===== config.mk =====
export PLATFORM = sky130hd
export DESIGN_NAME = serial_pattern_tx
export DESIGN_NICKNAME = d
export VERILOG_FILES = /design/src/rtl/serial_pattern_pkg.sv /design/src/rtl/seq_det_model.sv /design/src/rtl/serial_pattern_tx.sv
export SDC_FILE = /design/constraint.sdc
export NUM_CORES = 1
export LEC_CHECK = 0
export ABC_AREA = 1
export CAP_MARGIN = 10
export CORE_MARGIN = 1.5
export CORE_UTILIZATION = 25
export DETAILED_ROUTE_END_ITERATION = 10
export GPL_TIMING_DRIVEN = 0
export HOLD_SLACK_MARGIN = 0.06
export PLACE_DENSITY_LB_ADDON = 0.12
export SLEW_MARGIN = 10
export SYNTH_ARGS = -nofsm -noshare
export SYNTH_HDL_FRONTEND = slang
export SYNTH_SLANG_ARGS = --single-unit
export TNS_END_PERCENT = 1

===== constraint.sdc =====
create_clock -name clock -period 2 [get_ports clock]
set_input_delay 0.2 -clock clock [delete_from_list [all_inputs] [get_ports clock]]
set_output_delay 0.2 -clock clock [all_outputs]
set_load 0.01 [all_outputs]

===== src/rtl/serial_pattern_pkg.sv =====
// rtl/serial_pattern_pkg.sv - shared types and detector step function for the serial pattern transmitter
package serial_pattern_pkg;

  // Transmitter phases: waiting for a word, shifting it out, forced idle between words
  typedef enum logic [1:0] {
    TX_IDLE = 2'd0,
    TX_SEND = 2'd1,
    TX_GAP  = 2'd2
  } tx_state_t;

  // Detector states for the "110"/"101" sequence detector
  typedef enum logic [1:0] {
    D0 = 2'd0,
    D1 = 2'd1,
    D2 = 2'd2,
    D3 = 2'd3
  } det_state_t;

  typedef struct packed {
    det_state_t next;
    logic       z;
  } det_step_t;

  // One detector step: D2 flags a "110" on a 0, D3 flags a "101" on a 1
  function automatic det_step_t step(input det_state_t state, input logic x);
    det_step_t r;
    r.next = D0;
    r.z    = 1'b0;
    case (state)
      D0: r.next = x ? D1 : D0;
      D1: r.next = x ? D2 : D3;
      D2: begin
        r.next = x ? D2 : D0;
        r.z    = ~x;
      end
      D3: begin
        r.next = D0;
        r.z    = x;
      end
      default: r.next = D0;
    endcase
    return r;
  endfunction

endpackage


===== src/rtl/seq_det_model.sv =====
// rtl/seq_det_model.sv - cycle-accurate reference model of the sequence detector
module seq_det_model
  import serial_pattern_pkg::*;
(
  input  logic clock,
  input  logic reset,
  input  logic x,
  output logic exp_z
);

  det_state_t state;
  det_step_t  nxt;

  // Next state and z for the bit currently on the line
  always_comb begin
    nxt = step(state, x);
  end

  // Model state is only cleared by reset, so patterns may span word boundaries
  always_ff @(posedge clock) begin
    if (reset) begin
      state <= D0;
      exp_z <= 1'b0;
    end else begin
      state <= nxt.next;
      exp_z <= nxt.z;
    end
  end

endmodule


===== src/rtl/serial_pattern_tx.sv =====
// rtl/serial_pattern_tx.sv - parallel-to-serial word transmitter with built-in detector reference
module serial_pattern_tx
  import serial_pattern_pkg::*;
#(
  parameter int   N        = 8,
  parameter int   GAP      = 2,
  parameter logic IDLE_BIT = 1'b0
) (
  input  logic         clock,
  input  logic         reset,
  input  logic [N-1:0] data,
  input  logic         dav,
  output logic         rfd,
  output logic         x,
  output logic         busy,
  output logic         last,
  output logic         exp_z
);

  localparam int            CW      = $clog2(N);
  localparam logic [CW-1:0] CNT_MAX = CW'(N - 1);
  localparam logic [CW-1:0] CNT_ONE = CW'(1);

  tx_state_t     state, state_n;
  logic [N-1:0]  sr, sr_n;
  logic [CW-1:0] cnt, cnt_n;
  logic          x_n, rfd_n, busy_n, last_n;
  logic          capture;
  logic          gap_load;
  logic          gap_done;

  // A word is taken on any edge where the producer offers it and we advertise ready
  assign capture = dav & rfd;

  // Next-state and registered-output decode; the shift register keeps the next bit at its MSB
  always_comb begin
    state_n  = state;
    sr_n     = sr;
    cnt_n    = cnt;
    x_n      = x;
    rfd_n    = rfd;
    busy_n   = busy;
    last_n   = last;
    gap_load = 1'b0;
    case (state)
      TX_IDLE: begin
        rfd_n = 1'b1;
        x_n   = IDLE_BIT;
        if (capture) begin
          sr_n    = {data[N-2:0], 1'b0};
          cnt_n   = CNT_MAX;
          x_n     = data[N-1];
          rfd_n   = 1'b0;
          busy_n  = 1'b1;
          last_n  = 1'b0;
          state_n = TX_SEND;
        end
      end
      TX_SEND: begin
        if (cnt != '0) begin
          x_n    = sr[N-1];
          sr_n   = {sr[N-2:0], 1'b0};
          cnt_n  = cnt - CNT_ONE;
          last_n = (cnt == CNT_ONE);
          // With no gap, ready is raised during the final bit so the next word follows directly
          rfd_n  = (GAP == 0) && (cnt == CNT_ONE);
        end else if (GAP > 0) begin
          x_n      = IDLE_BIT;
          busy_n   = 1'b0;
          last_n   = 1'b0;
          rfd_n    = 1'b0;
          gap_load = 1'b1;
          state_n  = TX_GAP;
        end else if (capture) begin
          sr_n    = {data[N-2:0], 1'b0};
          cnt_n   = CNT_MAX;
          x_n     = data[N-1];
          rfd_n   = 1'b0;
          busy_n  = 1'b1;
          last_n  = 1'b0;
          state_n = TX_SEND;
        end else begin
          x_n     = IDLE_BIT;
          busy_n  = 1'b0;
          last_n  = 1'b0;
          state_n = TX_IDLE;
        end
      end
      TX_GAP: begin
        x_n = IDLE_BIT;
        if (gap_done) begin
          rfd_n   = 1'b1;
          state_n = TX_IDLE;
        end
      end
      default: begin
        x_n     = IDLE_BIT;
        state_n = TX_IDLE;
      end
    endcase
  end

  // State and output registers; reset aborts any word in flight
  always_ff @(posedge clock) begin
    if (reset) begin
      state <= TX_IDLE;
      sr    <= '0;
      cnt   <= '0;
      x     <= IDLE_BIT;
      rfd   <= 1'b0;
      busy  <= 1'b0;
      last  <= 1'b0;
    end else begin
      state <= state_n;
      sr    <= sr_n;
      cnt   <= cnt_n;
      x     <= x_n;
      rfd   <= rfd_n;
      busy  <= busy_n;
      last  <= last_n;
    end
  end

  if (GAP > 0) begin : g_gap
    localparam int            GW        = $clog2(GAP + 1);
    localparam logic [GW-1:0] GCNT_INIT = GW'(GAP - 1);
    localparam logic [GW-1:0] GCNT_ONE  = GW'(1);

    logic [GW-1:0] gcnt;

    // Counts the remaining idle bit-times between words
    always_ff @(posedge clock) begin
      if (reset) begin
        gcnt <= '0;
      end else if (gap_load) begin
        gcnt <= GCNT_INIT;
      end else if ((state == TX_GAP) && (gcnt != '0)) begin
        gcnt <= gcnt - GCNT_ONE;
      end
    end

    assign gap_done = (gcnt == '0);
  end else begin : g_no_gap
    logic unused_gap_load;
    assign unused_gap_load = gap_load;
    assign gap_done        = 1'b1;
  end

  seq_det_model u_det (
    .clock (clock),
    .reset (reset),
    .x     (x),
    .exp_z (exp_z)
  );

endmodule


==> flow_summary.ini, run 1 <==
[global_route]
grt_first_pass_wirelength_microns = 4140
overflow = 0
grt_max_degree = 13
grt_pass1_vias = 924
antenna_found_initial = 0
grt_use_total_pct = 10.7

[timing]
relSlewSlack_pct = 80.7
setup_tns_ns = 0
finalCriticalPeriod_ns = 1.59
hold_viol_final = 0
setup-violations-final = 0
tightest_slew_ns = 0.288
maxSlewViolCount = 0
fin_skew_ns = 0.00475
finalCritPeriodShare_pct = 79.4
max_freq_mhz = 629
rsz0062_at_grt = false

[power]
power_uw = 1750
p_comb_share_pct = 50.4
intPower_uw = 1010
peakVddDrop_v = 0.000457
p_seq_share_pct = 33.2
p_leak_uw = 0.000628
power-per-cell-area_nw_per_um2 = 1300
clkPwrFrac_pct = 16.5
p_sw_share_pct = 42.1
switching_power_uw = 737

[worst_setup_path]
worstSetupEndpointType = register
r2r_start = cnt[0]$_SDFFE_PP0P_
critPathLaunchType = register
required_ns = 2.16
path_max_fanout = 10
path_class = reg -> reg
r2r_end = sr[3]$_SDFFE_PP0P_
crit_start = cnt[0]$_SDFFE_PP0P_
crit_end = sr[3]$_SDFFE_PP0P_
r2r_setup_slack_ns = 0.41
reg2regPathDepth = 8
cp.arrival_ns = 1.75

[clocking]
cts_buffers = 3
clock_latency_ns = 0.27
clk_path_buf_depth = 2
htreeDepth = 1
cts.sinks = 21
postCtsSetupBuffers = 0
hold_buffers = 0
clk_pin_slew_worst_paths_ns = 0.08
cts_tree = done
cts_resized = 0
cts_root_buf = clkbuf_8

[finish]
final_nets = 192
syn_to_final_growth_pct = 22.6
most-common-layout-cells = 41 x nand2_1, 22 x nor2_1, 21 x dfxtp_1, 20 x inv_1, 14 x clkdlybuf4s50_1
drive_gt1_share_pct = 10.5
postLayoutCoreUtil_pct = 32.8
num_antenna_cells = 0
nFillCells = 433
regArea_sq_um = 420
final_common_cell = nand2_1
multi_input_comb_area_sq_um = 564
final_cells = 222

[placement]
placedCellCount = 218
place.gp.congestion = 0.731
io_buffers = 14
dp_hpwl_microns = 1670

[run_status]
status = completed

[floorplanning]
ioPinCount = 16
die_height_microns = 69.3
core_area_sq_um = 4120
fp-row-count = 23
die_w_microns = 69.3
start_util_pct = 26.7
die_area_sq_um = 4810

[logic_synthesis]
seq_area_frac_synth_pct = 38.2
yosys_warnings = 0
syn_inst = 154
netlist-cell-type-count = 24
ys_ff_latch = 21
syn_area_sq_um = 1100
synth_fp_nets = 173
syn_avg_cell_area_sq_um = 7.14
synth_area_leader_cell = dfxtp_1
synthDominantCellAreaShare_pct = 38.2
synth_area_leaders = dfxtp_1 38%, nand2_1 14%, ha_1 9.1%

[min_path]
min_from = reset
hp-class = in -> reg

[drt]
drc = 0
first_iter_violations = 28
antenna_left = 0
vias_per_cell = 4.27
num_vias = 947
dr.pass1.iters = 4
routed_wl_microns = 2230
drt-wirelength-per-cell_microns = 10.1

[run]
maxCapViolCount = 0
-- logic make-up (layout without fill, tap and decap cells) --
kind of cell / Yosys count / after routing / share of synthesized area (%)
AOI/OAI and AO/OA: 16 / 16 / 7.96
xor gates and xnor gates: 1 / 1 / 0.797
adders and majority gates: 8 / 8 / 9.10
buffers and inverters: 26 / 44 / 10.5
DFF: 21 / 21 / 38.2
and+or+nand+nor: 82 / 82 / 33.4
-- power by group through the flow --
stage | clock network [uW] | registers (uW) | logic [uW]
after global placement | 0 | 587 | 891
final | 288 | 580 | 881
after detailed placement | 0 | 590 | 891
after floorplan | 0 | 587 | 685
after global routing | 326 | 592 | 1040
after CTS | 307 | 580 | 895
-- worst min path at each step --
stage,end,slack (ns),cells past startpoint
after global routing,sr[1]$_SDFFE_PP0P_,0.21,2
after global placement,last$_SDFFE_PP0P_,0.45,2
after floorplan,x$_SDFF_PP0_,0.36,2
after CTS,sr[1]$_SDFFE_PP0P_,0.20,2
after detailed placement,g_gap.gcnt[1]$_SDFFE_PP0P_,0.45,2
final,sr[1]$_SDFFE_PP0P_,0.20,2
-- cells in the mapped netlist (all sizes together) --
cell type and n:
a211oi 1, a21oi 8, a31oi 1, and3 1, buf 4, dfxtp 21
ha 8, inv 22, nand2 46, nand3 8, nand3b 1, nand4 2
nor2 23, nor3 1, o21ai 6, xor2 1
-- sequential cells by signal (all words and copies together) (netlist names), 2 cells and up --
| signal | cells |
|---|---|
| cnt | 3 |
| g_gap.gcnt | 2 |
| sr | 7 |
| state | 2 |
| u_det.state | 2 |
-- layer usage --
| metal | part of all wire [%] | GRT usage (%) | vias up |
|---|---|---|---|
| li1 | - | - | 514 |
| met5 | 0 | 0 | - |
| met2 | 45 | 17.7 | 16 |
| met4 | 1.2 | 3.27 | 0 |
| met3 | 5.1 | 3.92 | 5 |
| met1 | 48 | 12.8 | 412 |
-- per-stage QoR --
step                      hold WS, ns  setup slack, ns  area, sq um
final                           0.196            0.411         1350
after global routing            0.207            0.204         1350
after CTS                       0.195            0.390         1350
after detailed placement        0.449            0.415         1300
after global placement          0.452            0.418         1300
after floorplan                 0.360            0.585         1100
-- layout make-up --
cell class              instances  area share [%]
multi-input cells             107            41.8
flip-flops and latches         21            31.2
repair buffers                 14            10.4
inverters                      22            6.12
well taps                      50            4.64
clock buffers                   3            3.06
plain buffers                   4            2.41
clock inverters                 1           0.371
-- critical path, cell delays in order (launching register included) --
cell     delay [ns]
dfxtp_1        0.34
inv_1          0.09
ha_1           0.21
ha_1           0.21
nand2_1        0.16
nand3_4        0.14
buf_8          0.18
nor2_1         0.09
nor2_1         0.05
(Power assumes the default switching activity.)
==> inputs of run 2 (changes only) <==
==> constraint.sdc (replaced) <==
create_clock -name clock -period 1.3 [get_ports clock]
set_input_delay 0.13 -clock clock [delete_from_list [all_inputs] [get_ports clock]]
set_output_delay 0.13 -clock clock [all_outputs]
set_load 0.01 [all_outputs]
==> run 2 against run 1 <==
The run now ends with negative setup slack left. Clock power increased by 50%. Via count up 5.7%. Core utilization grew 5.2 points. Cell area grew 16%. Sequential power grew 58%. Clock skew decreased by 0.00093 ns. Total power grew 93%. Sequential share of layout area decreased by 4.0 points. Final cell count increased by 3.2%. Combinational power increased by 130%. Worst setup slack worse by 0.43 ns.
==> flow_summary.ini, run 2 (synthesis gave the netlist of run 1 again) <==
[worst_setup_path]
r2r_start = cnt[0]$_SDFFE_PP0P_
critPathLaunchType = register
path_class = reg -> reg
cp_slowest_cell = dfxtp_2
required_ns = 1.46
reg2regPathDepth = 8
cp.arrival_ns = 1.48
crit_path_max_incr_delay_ns = 0.36
r2r_end = sr[3]$_SDFFE_PP0P_
critPathBufInv = 2
critPathMostFrequentCell = ha_4
r2r_setup_slack_ns = -0.02
path_max_fanout = 5
crit_chain = inv_4 -> ha_4 -> ha_4 -> nand2_4 -> nand3_4 -> buf_8 -> nor2_4 -> nor2_1
crit_family = flip-flops
worstSetupEndpointType = register

[drt]
vias_per_cell = 4.37
antenna_left = 0
num_vias = 1001
first_iter_violations = 22
drt-wirelength-per-cell_microns = 11.0
routed_wl_microns = 2520
drc = 0
dr.pass1.iters = 4

[timing]
relSlewSlack_pct = 84.4
rsz0062_at_grt = true
hold_viol_final = 0
max_freq_mhz = 757
finalCriticalPeriod_ns = 1.32
setup_ws_ns = -0.0203
maxSlewViolCount = 0
tightest_slew_ns = 0.232
setup-violations-final = 6
finalCritPeriodShare_pct = 102
fin_skew_ns = 0.00382

[run_status]
status = finished, violations left
violations = negative setup slack

[finish]
final_cells = 229
design_area_sq_um = 1560
drive_gt1_share_pct = 26.3
syn_to_final_growth_pct = 42.0
num_antenna_cells = 0
final_common_cell = nand2_1
largest-register = sr
largestRegisters = sr: 7 flops, cnt: 3 flops
most-common-layout-cells = 39 x nand2_1, 18 x dfxtp_1, 16 x inv_1, 15 x nor2_1, 9 x clkdlybuf4s50_1
largest_reg_flops = 7
final_nets = 199

[global_route]
grt_use_total_pct = 11.5
antenna_found_initial = 0
grt_pass1_vias = 1008
grt_first_pass_wirelength_microns = 4470
overflow = 0
grt_max_degree = 12

[clocking]
cts_buffers = 3
clk_path_buf_depth = 2
cts_tree = done
htreeDepth = 1
cts.sinks = 21
cts_root_buf = clkbuf_8
clk_pin_slew_worst_paths_ns = 0.08
clock_latency_ns = 0.26

[floorplanning]
core_area_sq_um = 4120
fp-row-count = 23
die_height_microns = 69.3
die_w_microns = 69.3
start_util_pct = 26.7
die_area_sq_um = 4810
ioPinCount = 16

[placement]
dp_hpwl_microns = 1820
pre_cts_ws_ns = -0.205
place.gp.congestion = 0.777
io_buffers = 14
dpl-instance-area_sq_um = 1320
placedCellCount = 218

[min_path]
hp-class = in -> reg
min_from = reset
worstHoldPathCells = 2
hold_end = sr[1]$_SDFFE_PP0P_

[power]
p_leak_uw = 0.000763
power-per-cell-area_nw_per_um2 = 2160
power_uw = 3370
peakVddDrop_v = 0.000637

[run]
maxCapViolCount = 0
run 2: cell types whose count changed in the layout (fill, tap and decap cells not counted), moves of 4 or more:
cell             before  now
nor2_1               22   15
clkdlybuf4s50_1      14    9
ha_1                  8    3
nor2_2                1    6
buf_4                 1    5
dlymetal6s2s_1        0    4
ha_4                  0    4
inv_1                20   16
run 2: how the worst max path moves through the flow:
stage,endpoint,slack [ns],cells past startpoint,start
floorplan,sr[3]$_SDFFE_PP0P_,0.004,8,cnt[0]$_SDFFE_PP0P_
global placement,sr[3]$_SDFFE_PP0P_,-0.18,8,state[1]$_SDFFE_PP0P_
detailed placement,sr[3]$_SDFFE_PP0P_,-0.20,8,state[1]$_SDFFE_PP0P_
CTS,sr[3]$_SDFFE_PP0P_,-0.01,9,cnt[0]$_SDFFE_PP0P_
global route,sr[2]$_SDFFE_PP0P_,-0.11,8,cnt[0]$_SDFFE_PP0P_
finish,sr[3]$_SDFFE_PP0P_,-0.02,8,cnt[0]$_SDFFE_PP0P_
run 2: through the flow:
stage	hold slack [ns]	TNS, ns	utilization [%]
floorplan	0.290	0	-
global placement	0.406	-1.75	32.2
detailed placement	0.417	-2.03	32.2
CTS	0.127	-0.0481	36.7
global route	0.142	-1.07	37.9
finish	0.132	-0.0721	37.9
run 2: metal layers:
layer / part of all wire (%) / vias up / GRT usage [%]
met3: 2.0 / 2 / 2.18
met4: 0.44 / 0 / 3.92
met5: 0 / - / 0
met2: 49 / 9 / 19.6
li1: - / 533 / -
met1: 49 / 457 / 14.5
run 2: repair_timing:
| action | CTS | global route |
|---|---|---|
| resized for setup | 22 | 17 |
| setup buffers | 6 | 0 |
| endpoints found under the setup margin | 15 | 20 |
| cloned | 1 | 0 |
| hold buffers | 0 | 0 |
| pin swaps | 5 | 2 |
run 2: final cells by class:
cell class	count	area [sq um]
fill	431	2550
clock buffer	4	45.0
multi-input combinational	107	672
sequential	21	424
buffer	4	38.8
inverter	22	90.1
tap	50	62.6
timing repair buffer	21	229
run 2: power breakdown:
group,switching (uW),internal [uW],total (uW)
sequential,96.6,823,919
clock,215,218,433
combinational,1060,954,2020
total,1370,2000,3370
